==> src/rtl/dpram_pkg.sv <==
// Shared defaults and FSM state type for the dual-port RAM responder.
package dpram_pkg;

  localparam int unsigned ADDR_W_DEF = 5;
  localparam int unsigned DATA_W_DEF = 8;
  localparam int unsigned DEPTH_DEF  = 32;

  typedef enum logic {
    CLEAR = 1'b0,
    READY = 1'b1
  } state_e;

endpackage

==> src/rtl/dpram_if.sv <==
// Request/response bundle between the bench driver (master) and the responder (slave).
interface dpram_if
  import dpram_pkg::*;
#(
  parameter int unsigned ADDR_W = ADDR_W_DEF,
  parameter int unsigned DATA_W = DATA_W_DEF
) ();

  logic              wr_en;
  logic [ADDR_W-1:0] wr_addr;
  logic [DATA_W-1:0] w_data;
  logic              rd_en;
  logic [ADDR_W-1:0] rd_addr;
  logic [DATA_W-1:0] r_data;
  logic              r_valid;
  logic              busy;
  logic              collision;
  logic              req_dropped;

  modport master (
    output wr_en, wr_addr, w_data, rd_en, rd_addr,
    input  r_data, r_valid, busy, collision, req_dropped
  );

  modport slave (
    input  wr_en, wr_addr, w_data, rd_en, rd_addr,
    output r_data, r_valid, busy, collision, req_dropped
  );

endinterface

==> src/rtl/dpram_core.sv <==
// 1W1R storage array: synchronous write, registered read, write-first on same-address access.
module dpram_core #(
  parameter int unsigned ADDR_W = 5,
  parameter int unsigned DATA_W = 8,
  parameter int unsigned DEPTH  = 32
) (
  input  logic              clk,
  input  logic              rst,
  input  logic              we,
  input  logic [ADDR_W-1:0] waddr,
  input  logic [DATA_W-1:0] wdata,
  input  logic              re,
  input  logic [ADDR_W-1:0] raddr,
  output logic [DATA_W-1:0] rdata
);

  logic [DATA_W-1:0] mem [DEPTH];

  always_ff @(posedge clk) begin
    if (we) begin
      mem[waddr] <= wdata;
    end
  end

  // Read register holds its value when no read is requested.
  always_ff @(posedge clk) begin
    if (!rst) begin
      rdata <= '0;
    end else if (re) begin
      rdata <= (we && (waddr == raddr)) ? wdata : mem[raddr];
    end
  end

endmodule

==> src/rtl/dpram_responder.sv <==
// DUT-side responder: post-reset memory clear, 1-cycle reads, collision and dropped-request flags.
module dpram_responder
  import dpram_pkg::*;
#(
  parameter int unsigned       ADDR_W   = ADDR_W_DEF,
  parameter int unsigned       DATA_W   = DATA_W_DEF,
  parameter int unsigned       DEPTH    = DEPTH_DEF,
  parameter logic [DATA_W-1:0] INIT_VAL = '0
) (
  input  logic   clk,
  input  logic   rst,
  dpram_if.slave bus
);

  localparam logic [ADDR_W-1:0] LAST_PTR = ADDR_W'(DEPTH - 1);

  state_e            state_q, state_d;
  logic [ADDR_W-1:0] ptr_q;

  logic              mem_we, mem_re;
  logic [ADDR_W-1:0] mem_waddr;
  logic [DATA_W-1:0] mem_wdata;
  logic [DATA_W-1:0] mem_rdata;

  logic r_valid_q, busy_q, collision_q, dropped_q;
  logic r_valid_d, busy_d, collision_d, dropped_d;

  // State register
  always_ff @(posedge clk) begin
    if (!rst) begin
      state_q <= CLEAR;
    end else begin
      state_q <= state_d;
    end
  end

  // Next-state logic
  always_comb begin
    state_d = state_q;
    case (state_q)
      CLEAR:   if (ptr_q == LAST_PTR) state_d = READY;
      READY:   state_d = READY;
      default: state_d = CLEAR;
    endcase
  end

  // Output logic: core port mux and next values of the registered flags
  always_comb begin
    mem_we      = 1'b0;
    mem_re      = 1'b0;
    mem_waddr   = '0;
    mem_wdata   = '0;
    r_valid_d   = 1'b0;
    busy_d      = 1'b0;
    collision_d = 1'b0;
    dropped_d   = 1'b0;
    case (state_q)
      CLEAR: begin
        mem_we    = 1'b1;
        mem_waddr = ptr_q;
        mem_wdata = INIT_VAL;
        busy_d    = (ptr_q != LAST_PTR);
        dropped_d = bus.wr_en | bus.rd_en;
      end
      READY: begin
        mem_we      = bus.wr_en;
        mem_waddr   = bus.wr_addr;
        mem_wdata   = bus.w_data;
        mem_re      = bus.rd_en;
        r_valid_d   = bus.rd_en;
        collision_d = bus.wr_en & bus.rd_en & (bus.wr_addr == bus.rd_addr);
      end
      default: ;
    endcase
    // A request coinciding with the reset edge must not touch memory.
    if (!rst) begin
      mem_we = 1'b0;
      mem_re = 1'b0;
    end
  end

  // Clear pointer and registered flags
  always_ff @(posedge clk) begin
    if (!rst) begin
      ptr_q       <= '0;
      r_valid_q   <= 1'b0;
      busy_q      <= 1'b1;
      collision_q <= 1'b0;
      dropped_q   <= 1'b0;
    end else begin
      if (state_q == CLEAR) begin
        ptr_q <= ptr_q + ADDR_W'(1);
      end
      r_valid_q   <= r_valid_d;
      busy_q      <= busy_d;
      collision_q <= collision_d;
      dropped_q   <= dropped_d;
    end
  end

  dpram_core #(
    .ADDR_W (ADDR_W),
    .DATA_W (DATA_W),
    .DEPTH  (DEPTH)
  ) u_core (
    .clk   (clk),
    .rst   (rst),
    .we    (mem_we),
    .waddr (mem_waddr),
    .wdata (mem_wdata),
    .re    (mem_re),
    .raddr (bus.rd_addr),
    .rdata (mem_rdata)
  );

  assign bus.r_data      = mem_rdata;
  assign bus.r_valid     = r_valid_q;
  assign bus.busy        = busy_q;
  assign bus.collision   = collision_q;
  assign bus.req_dropped = dropped_q;

endmodule

==> src/flat_wrapper.sv <==
// flat-port wrapper written by rule: the top's interface ports become plain ports
module dpram_responder_flat import dpram_pkg::*;
#(
  parameter int unsigned       ADDR_W   = ADDR_W_DEF,
  parameter int unsigned       DATA_W   = DATA_W_DEF,
  parameter int unsigned       DEPTH    = DEPTH_DEF,
  parameter logic [DATA_W-1:0] INIT_VAL = '0
)
  (clk, rst, bus_wr_en, bus_wr_addr, bus_w_data, bus_rd_en, bus_rd_addr, bus_r_data, bus_r_valid, bus_busy, bus_collision, bus_req_dropped);
  dpram_if #(.ADDR_W(ADDR_W), .DATA_W(DATA_W)) bus_i ();
  input  logic clk;
  input  logic rst;
  input wire logic [$bits(bus_i.wr_en)-1:0] bus_wr_en;
  input wire logic [$bits(bus_i.wr_addr)-1:0] bus_wr_addr;
  input wire logic [$bits(bus_i.w_data)-1:0] bus_w_data;
  input wire logic [$bits(bus_i.rd_en)-1:0] bus_rd_en;
  input wire logic [$bits(bus_i.rd_addr)-1:0] bus_rd_addr;
  output wire logic [$bits(bus_i.r_data)-1:0] bus_r_data;
  output wire logic [$bits(bus_i.r_valid)-1:0] bus_r_valid;
  output wire logic [$bits(bus_i.busy)-1:0] bus_busy;
  output wire logic [$bits(bus_i.collision)-1:0] bus_collision;
  output wire logic [$bits(bus_i.req_dropped)-1:0] bus_req_dropped;
  assign bus_i.wr_en = bus_wr_en;
  assign bus_i.wr_addr = bus_wr_addr;
  assign bus_i.w_data = bus_w_data;
  assign bus_i.rd_en = bus_rd_en;
  assign bus_i.rd_addr = bus_rd_addr;
  assign bus_r_data = bus_i.r_data;
  assign bus_r_valid = bus_i.r_valid;
  assign bus_busy = bus_i.busy;
  assign bus_collision = bus_i.collision;
  assign bus_req_dropped = bus_i.req_dropped;
  dpram_responder #(.ADDR_W(ADDR_W), .DATA_W(DATA_W), .DEPTH(DEPTH), .INIT_VAL(INIT_VAL)) u_core (.clk(clk), .rst(rst), .bus(bus_i));
endmodule
==> config.mk <==
export PLATFORM = sky130hd
export DESIGN_NAME = dpram_responder_flat
export DESIGN_NICKNAME = d
export VERILOG_FILES = /design/src/rtl/dpram_pkg.sv /design/src/rtl/dpram_if.sv /design/src/rtl/dpram_core.sv /design/src/rtl/dpram_responder.sv /design/src/flat_wrapper.sv
export SDC_FILE = /design/constraint.sdc
export NUM_CORES = 1
export LEC_CHECK = 0
export ABC_CLOCK_PERIOD_IN_PS = 2200
export CAP_MARGIN = 30
export CORE_MARGIN = 2
export CORE_UTILIZATION = 55
export CTS_CLUSTER_DIAMETER = 30
export DETAILED_ROUTE_END_ITERATION = 10
export GPL_TIMING_DRIVEN = 0
export HOLD_SLACK_MARGIN = 0.03
export PLACE_DENSITY = 0.8
export SLEW_MARGIN = 20
export SYNTH_ARGS = -nofsm -noshare
export SYNTH_HDL_FRONTEND = slang
export SYNTH_SLANG_ARGS = --single-unit
==> constraint.sdc <==
create_clock -name clk -period 2.2 [get_ports clk]
set_input_delay 0.22 -clock clk [delete_from_list [all_inputs] [get_ports clk]]
set_output_delay 0.22 -clock clk [all_outputs]
set_load 0.02 [all_outputs]
==> results of run 1 <==
==> power by group <==
part,internal (uW),switching [uW],leakage [uW],total [uW]
clock network,4190,2430,0.000675,6610
logic,231,318,0.00147,548
registers,5660,20.7,0.00273,5680
==> metrics by stage <==
stage | utilization [%] | std cells
2_1_floorplan | - | 567
3_3_place_gp | 59.4 | 862
3_5_place_dp | 59.9 | 868
4_1_cts | 71.9 | 986
5_1_grt | 72.6 | 993
6_report | 72.6 | 993
==> per-layer routing <==
metal	part of all wire [%]	vias to the layer above	track usage [%]
met2	50	413	46.3
met5	0	-	0
met4	5.6	0	14.1
li1	-	2604	-
met3	7.8	120	4.87
met1	36	3296	34.7
==> flip-flops by register name, indices dropped and copies added, names as in the netlist <==
| signal | count |
|---|---|
| u_core.state_q | 1 |
| u_core.u_core.mem | 256 |
| u_core.bus.busy | 1 |
| u_core.bus.req_dropped | 1 |
| u_core.ptr_q | 5 |
| u_core.bus.r_valid | 1 |
| u_core.bus.collision | 1 |
| u_core.u_core.rdata | 8 |
==> repair_timing <==
item,in CTS,in global routing
setup buffers,43,6
pin swaps,34,3
resized for setup,80,16
setup endpoints to repair,495,238
==> worst paths after layout <==
| kind | startpoint | end | slack [ns] | cells after the start |
|---|---|---|---|---|
| worst max register to register | u_core.state_q | u_core.u_core.mem[29][6] | -0.01 | 8 |
| worst min register to register | u_core.u_core.rdata[3] | u_core.u_core.rdata[3] | 0.51 | 2 |
| worst max-delay path | u_core.state_q | u_core.u_core.mem[29][6] | -0.01 | 8 |
| worst min-delay path | bus_w_data[0] | u_core.u_core.rdata[0] | 0.40 | 3 |
==> final cells by class <==
| cell class | instances | area share, % |
|---|---|---|
| Clock inverter | 30 | 2.26 |
| Sequential cell | 274 | 57.0 |
| Timing Repair Buffer | 86 | 7.79 |
| Multi-Input combinational cell | 258 | 21.6 |
| Tap cell | 265 | 2.35 |
| Buffer | 27 | 1.17 |
| Inverter | 7 | 0.186 |
| Clock buffer | 46 | 7.70 |
==> cell families after synthesis <==
kind of cell / after synthesis
multiplexers: 87
flip-flops: 274
adder cells (fa/ha/maj): 2
XOR/XNOR: 13
buffers and inverters: 35
AO/OA/AOI/OAI: 43
AND/OR/NAND/NOR: 113
==> placed cells by master (no fill, tap or decap), types with 3 or more instances in the layout <==
master           count
inv_1                6
buf_2                3
nor2_4              32
buf_8                7
and2_2               3
nand2_1             13
clkinv_2             5
mux4_2              65
o21ai_1              3
buf_4               31
o211ai_1             8
and3_1               3
or3b_2               3
buf_12              26
nand4_1              8
and2_1               8
clkinv_1             6
o22ai_1             16
inv_6                5
clkinv_4             5
bufinv_16            5
dfxtp_1             17
nor2b_1              4
buf_6                3
clkbuf_1            13
xor2_1               5
xnor2_1              8
nor2_1              11
edfxtp_1           256
nand3_4              4
clkinvlp_4           5
a22oi_1              4
mux2i_1             16
clkdlybuf4s50_1     29
clkbuf_16           43
nand3_1             12
==> worst reg2reg max path: cells and delay by family, from the launching register on <==
| family | cells | cell delay (ns) |
|---|---|---|
| compound gates | 1 | 0.24 |
| flops | 1 | 0.42 |
| simple gates | 3 | 0.36 |
| buf+inv | 4 | 0.90 |
==> flow_metrics.py, run 1 <==
metrics = {
    "global_routing": {
        "gr-total-overflow": 0,
        "grt_usage_pct": 27.5,
        "grt_pass1_wl_um": 42200,
        "grt_max_degree": 34,
        "grt_pass1_vias": 6716,
        "antenna_found_initial": 0,
    },
    "timing": {
        "worst_slew_pin_slew_ns": 0.842,
        "fin_crit_sh_pct": 101,
        "tns_ns": -0.0780,
        "hold_ws_ns": 0.396,
        "slew_violations": 0,
        "finalSetupViolCount": 17,
        "slew_headroom_pct": 43.9,
        "post-route-worst-setup-slack_ns": -0.0118,
        "clock_skew_ns": 0.0164,
        "timing.fmax_mhz": 452,
        "hold_viol_final": 0,
        "fin_crit_ns": 2.21,
    },
    "synth": {
        "async_reset_ff_share_pct": 0,
        "yosysTopAreaCell": "edfxtp_1",
        "yosysTopAreaCellShare_pct": 70.3,
        "synthXorXnorAreaFrac_pct": 1.04,
        "yosysMostFrequentCell": "edfxtp_1",
        "synth_mux_area_share_pct": 15.7,
        "synth_edf_count": 256,
        "synthSimpleGateAreaFrac_pct": 5.10,
        "syn_area_um2": 10900,
        "synthTopCellsByArea": "edfxtp_1 (70%), mux4_2 (13%), dfxtp_1 (3.3%), mux2i_1 (1.6%), nor2_1 (1.5%)",
        "ys_seq_elements": 274,
        "mappedNetlistNets": 591,
        "synth_cell_type_count": 43,
        "seq_area_frac_synth_pct": 73.6,
        "synth_flop_cell": "edfxtp_1",
        "synth_warnings": 0,
        "synthTopCellsByCount": "edfxtp_1 (256), mux4_2 (65), nor2_1 (43), dfxtp_1 (18), mux2i_1 (18)",
        "synth_fa_ha_area_share_pct": 0.229,
        "synth_compound_area_share_pct": 2.71,
        "synthCells": 567,
        "synth_top_family_by_area": "multiplexers",
        "postSynthAreaPerCell_um2": 19.3,
    },
    "routing": {
        "ant_nets": 0,
        "route.vias.total": 6433,
        "first_pass_iters": 5,
        "wire_per_inst_um": 29.3,
        "viasPerCell": 6.48,
        "drt_wl_total_um": 29100,
        "drcViolationCount": 0,
        "drt_iter0_markers": 937,
    },
    "layout": {
        "multi_input_area_um2": 3050,
        "nets": 720,
        "num_antenna_cells": 0,
        "drive_gt1_share_pct": 35.6,
        "final_area_um2": 14100,
        "seqCellArea_um2": 8050,
        "syn_to_final_growth_pct": 29.2,
        "fillCellCount": 1054,
    },
    "power": {
        "ir_drop_mv": 0.825,
        "p_total_uw": 12800,
        "power.density_nw_per_um2": 909,
        "p_leak_uw": 0.00488,
    },
    "clocking": {
        "root_buffer": "clkbuf_16",
        "clock_path_buffers": 3,
        "cts_tree": "built",
        "cts-buffers-inserted": 42,
        "path_clk_slew_ns": 0.06,
        "clk_latency_ns": 0.53,
        "cts.sinks": 274,
        "h-tree-depth": 2,
        "cts_hold_buffers": 0,
    },
    "worst_setup_path": {
        "cp-start-kind": "flip-flop",
        "critPathTopFamily": "buffers and inverters",
        "cp.buffers_inverters": 4,
        "crit_arrival_ns": 2.44,
        "crit_path_cell_trace": "buf_4 > buf_2 > nand3_1 > o21ai_0 > nand2_2 > buf_4 > nor2_4 > buf_12",
        "crit_required_ns": 2.43,
        "cpMaxStageDelayCell": "dfxtp_2",
        "worstPathMaxFanout": 10,
        "crit_type": "flip-flop to flip-flop",
        "end_kind": "flip-flop",
        "cpPeakStageDelay_ns": 0.42,
        "worst_path_most_repeated_cell": "buf_4",
    },
    "placement": {
        "placement.io_buffers": 30,
        "dpl_cell_area_um2": 11700,
        "dp_slack_ns": -0.975,
        "dp_hpwl_um": 15900,
        "gp_congestion": 0.971,
    },
    "floorplanning": {
        "rows": 51,
        "core_um2": 19500,
        "die_area_um2": 21000,
        "die_h_um": 145,
        "start_util_pct": 56.2,
        "dieWidth_um": 145,
        "io_pins": 34,
    },
    "status": {
        "failed_checks": "setup timing",
        "status": "finished with violations",
    },
    "hold_path": {
        "hold_class": "input port to flip-flop",
    },
    "flow_run": {
        "drv_cap": 0,
    },
}
Note: power is estimated with default switching activity, not from simulation.
==> run 2, diff against run 1 <==
--- a/config.mk
+++ b/config.mk
@@ -11,7 +11,7 @@
 export CORE_UTILIZATION = 55
 export CTS_CLUSTER_DIAMETER = 30
 export DETAILED_ROUTE_END_ITERATION = 10
-export GPL_TIMING_DRIVEN = 0
+export GPL_TIMING_DRIVEN = 1
 export HOLD_SLACK_MARGIN = 0.03
 export PLACE_DENSITY = 0.8
 export SLEW_MARGIN = 20
==> run 2 against run 1 <==
Net effect:
- the flow now finishes without violations
- maximum frequency up 7.2%
- first-iteration DRC count fell by 11%
- register-to-register slack improved by 0.15 ns
- clock skew shrank 0.0028 ns
- global-route usage fell by 1.7 points
- sequential cell count unchanged
- clock-buffer cell count grew 5
- critical path type unchanged
==> flow_metrics.py, run 2 (synthesis results as in run 1) <==
metrics = {
    "timing": {
        "slew_headroom_pct": 65.9,
        "hold_viol_final": 0,
        "fin_crit_ns": 2.06,
        "fin_crit_sh_pct": 93.8,
        "worst_slew_pin_slew_ns": 0.508,
        "tns_ns": 0,
        "timing.fmax_mhz": 485,
        "clock_skew_ns": 0.0136,
        "finalSetupViolCount": 0,
        "slew_violations": 0,
        "post-route-worst-setup-slack_ns": 0.137,
        "rsz0062_at_grt": "no",
    },
    "worst_setup_path": {
        "r2r-end": "u_core.u_core.mem[30][3]",
        "end_kind": "flip-flop",
        "worstPathMaxFanout": 13,
        "crit_arrival_ns": 2.28,
        "cpMaxStageDelayCell": "dfxtp_2",
        "worst_path_most_repeated_cell": "buf_4",
        "reg2reg_from": "u_core.state_q",
        "reg2regPathDepth": 6,
        "critPathTopFamily": "simple AND/OR/NAND/NOR gates",
        "crit_required_ns": 2.42,
        "cp.buffers_inverters": 2,
        "crit_cells": 6,
        "r2r_slack_ns": 0.14,
        "crit_type": "flip-flop to flip-flop",
        "crit_path_cell_trace": "buf_4 > nand2_1 > o22ai_1 > nand3_2 > nor2_1 > buf_4",
        "cpPeakStageDelay_ns": 0.42,
        "cp-start-kind": "flip-flop",
    },
    "power": {
        "power.density_nw_per_um2": 965,
        "p_leak_uw": 0.00482,
        "ir_drop_mv": 0.796,
    },
    "global_routing": {
        "antenna_found_initial": 0,
        "gr-total-overflow": 0,
        "grt_max_degree": 39,
        "grt_pass1_wl_um": 40400,
        "grt_pass1_vias": 6459,
        "grt_usage_pct": 25.8,
    },
    "layout": {
        "mostFrequentLayoutCell": "edfxtp_1",
        "final_area_um2": 13600,
        "top_register": "u_core.u_core.mem",
        "num_antenna_cells": 0,
        "largest_register_ffs": 256,
        "nets": 709,
        "seqCellArea_um2": 8050,
        "final_cells": 986,
        "fillCellCount": 1125,
        "reg_top3": "u_core.u_core.mem (256), u_core.u_core.rdata (8), u_core.ptr_q (5)",
        "final_util_pct": 69.7,
        "multi_input_area_um2": 2730,
        "final_cell_mix": "edfxtp_1 (256), mux4_2 (65), buf_4 (60), clkbuf_16 (47), nor2_1 (43)",
        "syn_to_final_growth_pct": 24.0,
        "drive_gt1_share_pct": 31.1,
    },
    "hold_path": {
        "holdPathStages": 3,
        "holdCritStartpoint": "bus_rd_en",
        "hold_class": "input port to flip-flop",
        "whs_endpoint": "u_core.bus.req_dropped",
    },
    "flow_run": {
        "drv_cap": 0,
    },
    "clocking": {
        "post-cts-setup-buffers": 0,
        "clock_path_buffers": 3,
        "root_buffer": "clkbuf_16",
        "cts-buffers-inserted": 46,
        "h-tree-depth": 2,
        "cts_tree": "built",
        "cts.sinks": 274,
        "cts_hold_buffers": 0,
        "path_clk_slew_ns": 0.05,
        "clk_latency_ns": 0.53,
    },
    "floorplanning": {
        "die_area_um2": 21000,
        "dieWidth_um": 145,
        "io_pins": 34,
        "start_util_pct": 56.2,
        "die_h_um": 145,
        "rows": 51,
        "core_um2": 19500,
    },
    "placement": {
        "dp.cells": 901,
        "placement.io_buffers": 33,
        "gp_congestion": 0.935,
        "dp_hpwl_um": 15900,
        "dp_slack_ns": 0.0299,
        "dpl_cell_area_um2": 12000,
    },
    "routing": {
        "route.vias.total": 6274,
        "drcViolationCount": 0,
        "ant_nets": 0,
        "drt_wl_total_um": 26600,
        "first_pass_iters": 5,
        "drt_iter0_markers": 835,
        "wire_per_inst_um": 27.0,
        "viasPerCell": 6.36,
    },
    "status": {
        "status": "complete, no violations",
    },
}
-- run 2: power breakdown --
group	switching (uW)	leakage, uW	internal (uW)
clock	2490	0.000752	4460
combinational	255	0.00134	212
sequential	16.0	0.00273	5660
-- run 2: worst max path at each step --
stage / start / endpoint
5_1_grt: u_core.state_q / u_core.u_core.mem[25][6]
3_5_place_dp: bus_wr_addr[0] / u_core.u_core.mem[31][6]
4_1_cts: u_core.state_q / u_core.u_core.mem[28][1]
6_report: u_core.state_q / u_core.u_core.mem[30][3]
2_1_floorplan: u_core.state_q / u_core.u_core.mem[10][0]
3_3_place_gp: bus_wr_en / u_core.u_core.mem[30][6]
-- run 2: per-stage QoR --
stage / hold WS, ns / total power [uW]
after floorplan: 0.361 / 6050
after global placement: 0.521 / 6210
after detailed placement: 0.516 / 6220
after CTS: 0.365 / 13100
after global routing: 0.386 / 13500
final: 0.394 / 13100
-- run 2: layer usage --
layer | global-route usage (%) | up-vias | wire, um
met5 | 0 | - | 0
met2 | 42.5 | 402 | 13200
met3 | 4.84 | 95 | 2380
li1 | - | 2565 | -
met4 | 10.9 | 0 | 1070
met1 | 34.3 | 3212 | 9990
-- run 2: repair_timing --
| action | in CTS | in global routing |
|---|---|---|
| gates resized for setup | 1 | 4 |
| gates cloned | 0 | 0 |
| endpoints found under the setup margin | 8 | 200 |
-- run 2: area by class of cell --
| type | count | area share [%] |
|---|---|---|
| clock inverters | 33 | 2.45 |
| flip-flops and latches | 274 | 59.4 |
| inverters | 7 | 0.194 |
| multi-input cells | 258 | 20.1 |
| clock buffers | 51 | 8.86 |
| well taps | 265 | 2.44 |
| repair buffers | 98 | 6.55 |
-- run 2: tightest hold or removal path: stages --
cell             delay [ns]
clkdlybuf4s50_1        0.43
nor2_1                 0.14
nor3b_1                0.08
